<file path="src/rtl/mac_pkg.sv">
// mac_pkg: FSM state codes and default requantisation constants for the neuron engine
package mac_pkg;
  localparam logic [2:0] S_IDLE  = 3'd0;
  localparam logic [2:0] S_ACC   = 3'd1;
  localparam logic [2:0] S_DRAIN = 3'd2;
  localparam logic [2:0] S_QUANT = 3'd3;
  localparam logic [2:0] S_OUT   = 3'd4;
  localparam logic [31:0] M0_0Q32_DEF = 32'd1932735283;
  localparam int SHIFT_DEF  = 10;
  localparam int OFFSET_DEF = 22;
endpackage

</file>
<file path="src/rtl/requant_sat.sv">
// requant_sat: combinational a*M0*2^-(32+SHIFT) with round-half-up, offset, clamp to N bits and optional ReLU
module requant_sat import mac_pkg::*; #(
  parameter int N = 8,
  parameter int N_ACC = 32,
  parameter logic [31:0] M0_0Q32 = M0_0Q32_DEF,
  parameter int SHIFT = SHIFT_DEF,
  parameter int OFFSET = OFFSET_DEF
) (
  input  logic signed [N_ACC-1:0] acc,
  input  logic                    relu,
  output logic signed [N-1:0]     q
);
  localparam int PW = N_ACC + 34;
  localparam logic signed [PW-1:0] RND  = {{(PW-1){1'b0}}, 1'b1} << (31 + SHIFT);
  localparam logic signed [PW-1:0] MAXV = ({{(PW-1){1'b0}}, 1'b1} << (N - 1)) - 1;
  localparam logic signed [PW-1:0] MINV = -({{(PW-1){1'b0}}, 1'b1} << (N - 1));
  logic signed [PW-1:0] p, s, r;
  // signed x unsigned product, rounded arithmetic shift, zero-point, then saturate and rectify
  always_comb begin
    p = $signed({{(PW-N_ACC){acc[N_ACC-1]}}, acc}) * $signed({{(PW-32){1'b0}}, M0_0Q32});
    s = (p + RND) >>> (32 + SHIFT);
    r = s + PW'(OFFSET);
    q = (relu && r[PW-1]) ? '0 : (r > MAXV) ? MAXV[N-1:0] : (r < MINV) ? MINV[N-1:0] : r[N-1:0];
  end
endmodule

</file>
<file path="src/rtl/mac_neuron_engine.sv">
// mac_neuron_engine: streaming single-neuron MAC with saturating accumulator and requantised output
module mac_neuron_engine import mac_pkg::*; #(
  parameter int N = 8,
  parameter int N_ACC = 32,
  parameter int FAN_IN = 16,
  parameter logic [31:0] M0_0Q32 = M0_0Q32_DEF,
  parameter int SHIFT = SHIFT_DEF,
  parameter int OFFSET = OFFSET_DEF
) (
  input  logic                    clk,
  input  logic                    reset,
  input  logic                    start,
  input  logic signed [N_ACC-1:0] bias,
  input  logic                    relu_en,
  input  logic                    in_valid,
  output logic                    in_ready,
  input  logic signed [N-1:0]     weight,
  input  logic signed [N-1:0]     in,
  output logic                    out_valid,
  input  logic                    out_ready,
  output logic signed [N-1:0]     out,
  output logic                    acc_ovf,
  output logic                    busy
);
  localparam int CW = $clog2(FAN_IN + 1);
  localparam logic signed [N_ACC-1:0] ACC_MAX = {1'b0, {(N_ACC-1){1'b1}}};
  localparam logic signed [N_ACC-1:0] ACC_MIN = {1'b1, {(N_ACC-1){1'b0}}};
  logic [2:0] state;
  logic [CW-1:0] cnt;
  logic signed [N-1:0] w_r, x_r;
  logic op_v, relu_r, take, sat_hi, sat_lo;
  logic signed [N_ACC-1:0] acc;
  logic signed [2*N-1:0] prod;
  logic signed [N_ACC:0] sum;
  logic signed [N-1:0] q;
  assign in_ready = (state == S_ACC) && (cnt < CW'(FAN_IN));
  assign take = in_valid && in_ready;
  assign busy = state != S_IDLE;
  // one guard bit above the accumulator exposes overflow in either direction
  always_comb begin
    prod = w_r * x_r;
    sum = {acc[N_ACC-1], acc} + {{(N_ACC+1-2*N){prod[2*N-1]}}, prod};
    sat_hi = ~sum[N_ACC] & sum[N_ACC-1];
    sat_lo = sum[N_ACC] & ~sum[N_ACC-1];
  end
  requant_sat #(.N(N), .N_ACC(N_ACC), .M0_0Q32(M0_0Q32), .SHIFT(SHIFT), .OFFSET(OFFSET)) u_rq (
    .acc(acc),
    .relu(relu_r),
    .q(q)
  );
  // operand capture, gated accumulate one edge later, and the neuron sequencing FSM
  always_ff @(posedge clk) begin
    if (!reset) begin
      state <= S_IDLE;
      cnt <= '0;
      w_r <= '0;
      x_r <= '0;
      op_v <= 1'b0;
      relu_r <= 1'b0;
      acc <= '0;
      out <= '0;
      out_valid <= 1'b0;
      acc_ovf <= 1'b0;
    end else begin
      if (op_v) begin
        acc <= sat_hi ? ACC_MAX : sat_lo ? ACC_MIN : sum[N_ACC-1:0];
        if (sat_hi || sat_lo) acc_ovf <= 1'b1;
      end
      op_v <= take;
      if (take) begin
        w_r <= weight;
        x_r <= in;
        cnt <= cnt + 1'b1;
      end
      case (state)
        S_IDLE: if (start) begin
          acc <= bias;
          cnt <= '0;
          acc_ovf <= 1'b0;
          relu_r <= relu_en;
          w_r <= '0;
          x_r <= '0;
          state <= S_ACC;
        end
        S_ACC: if (cnt == CW'(FAN_IN)) state <= S_DRAIN;
        S_DRAIN: state <= S_QUANT;
        S_QUANT: begin
          out <= q;
          out_valid <= 1'b1;
          state <= S_OUT;
        end
        S_OUT: if (out_ready) begin
          out_valid <= 1'b0;
          state <= S_IDLE;
        end
        default: state <= S_IDLE;
      endcase
    end
  end
endmodule

</file>
<file path="config.mk">
export PLATFORM = sky130hd
export DESIGN_NAME = mac_neuron_engine
export DESIGN_NICKNAME = d
export VERILOG_FILES = /design/src/rtl/mac_pkg.sv /design/src/rtl/requant_sat.sv /design/src/rtl/mac_neuron_engine.sv
export SDC_FILE = /design/constraint.sdc
export NUM_CORES = 2
export LEC_CHECK = 0
export CAP_MARGIN = 20
export CORE_MARGIN = 3
export CORE_UTILIZATION = 30
export CTS_BUF_LIST = sky130_fd_sc_hd__clkbuf_4 sky130_fd_sc_hd__clkbuf_8
export DETAILED_ROUTE_END_ITERATION = 16
export PLACE_DENSITY = 0.51
export SYNTH_ARGS = -nofsm -noshare
export SYNTH_HDL_FRONTEND = slang
export SYNTH_HIERARCHICAL = 1
export SYNTH_SLANG_ARGS = --single-unit
</file>
<file path="constraint.sdc">
create_clock -name clk -period 19.9 [get_ports clk]
set_clock_uncertainty 0.05 [all_clocks]
set_input_delay 3.98 -clock clk [delete_from_list [all_inputs] [get_ports clk]]
set_output_delay 3.98 -clock clk [all_outputs]
set_load 0.1 [all_outputs]
</file>
==> impl_metrics.ini <==
[floorplanning]
dieArea_sq_mm = 0.101
core_sq_mm = 0.0954
io_pins = 66
num_rows = 113
fp.dieH_um = 317
die_w_um = 317
start_util = 0.304

[grt]
track_usage = 0.190
grt_max_degree = 50
grt_pass1_wl_mm = 144
antenna_found_initial = 1
grt_remaining_overflow = 0
grt_pass1_vias = 23462

[critical_path]
cp_top_family = adder cells
cp_slowest_stage_delay_ps = 690
cp.depth = 33
cp-end-kind = register
start_kind = register
rr_worst_depth = 33
reg2reg_to = out[6]$_SDFFE_PN0P_
path_buf_inv = 8
worstPathArrival_ps = 10020
path_class = reg -> reg
regToRegStartpoint = acc[10]$_SDFF_PN0_
slowest_stage = dfxtp_1
worst_path_most_repeated_cell = inv_1
rrSetupSlack_ps = 10140
path_max_fanout = 9
crit_required_ps = 20160

[sta]
tns_ps = 0
rsz0062_at_grt = no
slew_viol_final = 0
finalSetupViolations = 0
period_needed_ps = 9760
finalHoldViolCount = 0
tightest_slew_ps = 1020
relSlewSlack = 0.318
finalCritPeriodShare = 0.490
timing.fmax_mhz = 102

[route]
routed_via_density = 4.87
drtIter0Drc = 1337
ant_nets = 0
first_pass_iters = 5
wire_per_inst_um = 20.6
num_vias = 21592
wl_mm = 91.5
drc = 0

[cells_and_area]
final_area_sq_mm = 0.0314
layout.nets = 4224
drive_gt1_frac = 0.0319
seqCellArea_sq_mm = 0.00137
syn2layout_area_growth_pct = 7.99
multi_input_area_sq_mm = 0.0245
fin_cells = 4434
fillers = 10016

[clock_network]
cts_resized = 0
clockBufferDepth = 2
clk_latency_ps = 420
root_buffer = clkbuf_8
clk_pin_slew_ps = 100
post-cts-setup-buffers = 0
cts.sinks = 68
cts_buffers = 9
cts_max_level = 3
cts_tree = built
ctsHoldBuffers = 0

[min_path]
min_path_cells = 2
hold_start = out[2]$_SDFFE_PN0P_
min_to = out[2]$_SDFFE_PN0P_
hold_path.class = reg -> reg

[placement]
gp_congestion = 0.970
io_buffers = 65
dp_hpwl_mm = 81.2
dp_cells = 4414
dpl_cell_area_sq_mm = 0.0311

[logic_synthesis]
syn_area_sq_mm = 0.0290
synth_async_sr_flop_share = 0
ys.flop_type = dfxtp_1
yosysWarnings = 6
postSynthAreaPerCell_sq_um = 9.27
synth_cells = 3132
synth_edf_count = 0
ys_types = 103
synth_nets = 4196
synth-seq-cells = 68
synth-seq-area-share = 0.0469

[flow_run]
maxCapViolCount = 0

[outcome]
status = completed
-- area by class of cell --
type                            instances  area share
Tap cell                             1265      0.0505
Antenna cell                            4    0.000319
Inverter                              778      0.0931
Timing Repair Buffer                   83      0.0249
Clock inverter                          5     0.00187
Clock buffer                           11     0.00483
Multi-Input combinational cell       2220       0.781
Sequential cell                        68      0.0435
-- per-stage QoR --
| stage | utilization | setup WS [ps] | hold WS (ps) |
|---|---|---|---|
| CTS | 0.329 | 10130 | 427 |
| global route | 0.329 | 9560 | 461 |
| floorplan | - | 9830 | 404 |
| detailed placement | 0.326 | 10180 | 413 |
| global placement | 0.326 | 10170 | 414 |
| finish | 0.329 | 10140 | 423 |
-- logic make-up after synthesis --
group,count (synthesis),share of synthesized area
compound gates,503,0.114
xor+xnor,93,0.0283
fa+ha+maj,1011,0.590
buf+inv,844,0.110
flops,68,0.0469
mux,10,0.00353
simple gates,603,0.108
-- worst register-to-register path: cells and delay by family (launching register included) --
kind / cells / cell delay (ps)
xor+xnor: 1 / 170
fa+ha+maj: 10 / 4550
simple gates: 9 / 2230
buf+inv: 8 / 720
flops: 1 / 690
compound gates: 5 / 1240
-- per-layer routing --
metal  share of wire  track usage  vias to the layer above
met5               0            0                        -
met4           0.035       0.0596                        0
met3           0.056       0.0313                       95
met2            0.46        0.314                      572
met1            0.45        0.253                    10886
li1                -            -                    10039
-- cell usage after synthesis (all sizes together) (6+ instances only) --
| library cell | count | area [sq um] |
|---|---|---|
| o31ai | 11 | 97.6 |
| o21ai | 119 | 607 |
| xnor2 | 50 | 445 |
| xor2 | 43 | 377 |
| clkbuf | 49 | 186 |
| a21boi | 36 | 270 |
| nor4 | 15 | 115 |
| a21o | 25 | 188 |
| nand3 | 36 | 180 |
| a21oi | 143 | 746 |
| and3 | 10 | 70.1 |
| nand4 | 41 | 320 |
| o211ai | 35 | 273 |
| nor3 | 35 | 175 |
| buf | 17 | 82.6 |
| fa | 598 | 12000 |
| nor3b | 7 | 57.6 |
| a211oi | 32 | 253 |
| nand2b | 16 | 100 |
| or3 | 8 | 50.1 |
| dfxtp | 68 | 1360 |
| o21a | 15 | 113 |
| inv | 775 | 2910 |
| mux2i | 8 | 80.1 |
| nor2b | 19 | 119 |
| ha | 412 | 5150 |
| o21bai | 7 | 52.6 |
| nand2 | 198 | 743 |
| nor4b | 6 | 95.1 |
| or2 | 16 | 103 |
| a31oi | 17 | 113 |
| nor2 | 119 | 454 |
| and2 | 52 | 325 |
-- worst max path at each step --
stage / from / endpoint / slack, ps
6_report: acc[10]$_SDFF_PN0_ / out[6]$_SDFFE_PN0P_ / 10140
4_1_cts: acc[10]$_SDFF_PN0_ / out[2]$_SDFFE_PN0P_ / 10130
3_3_place_gp: acc[10]$_SDFF_PN0_ / out[0]$_SDFFE_PN0P_ / 10170
3_5_place_dp: acc[10]$_SDFF_PN0_ / out[2]$_SDFFE_PN0P_ / 10180
2_1_floorplan: acc[31]$_SDFF_PN0_ / out[0]$_SDFFE_PN0P_ / 9830
5_1_grt: acc[10]$_SDFF_PN0_ / out[5]$_SDFFE_PN0P_ / 9560
-- registers in the layout, summed over array words and instances (netlist names), 3 cells and up --
signal	flops
out	8
x_r	8
acc	32
cnt	5
w_r	8
state	3
-- cell usage in the layout, fill, tap and decap left out, types with 18 or more instances in the layout --
master,instances
a211oi_1,31
o21ai_0,101
nand3_1,36
xor2_1,43
dfxtp_1,67
a21oi_1,137
nand2_1,198
o211ai_1,33
nor2b_1,19
nand4_1,35
nor3_1,35
buf_4,18
fa_1,598
a21o_1,25
a21boi_0,35
and2_1,51
inv_1,773
clkdlybuf4s50_1,64
nor2_1,118
xnor2_1,49
ha_1,412
Power is left out: the tool's default activity adds up to more than one toggle a clock period on the data nets, which glitch-free logic cannot reach.
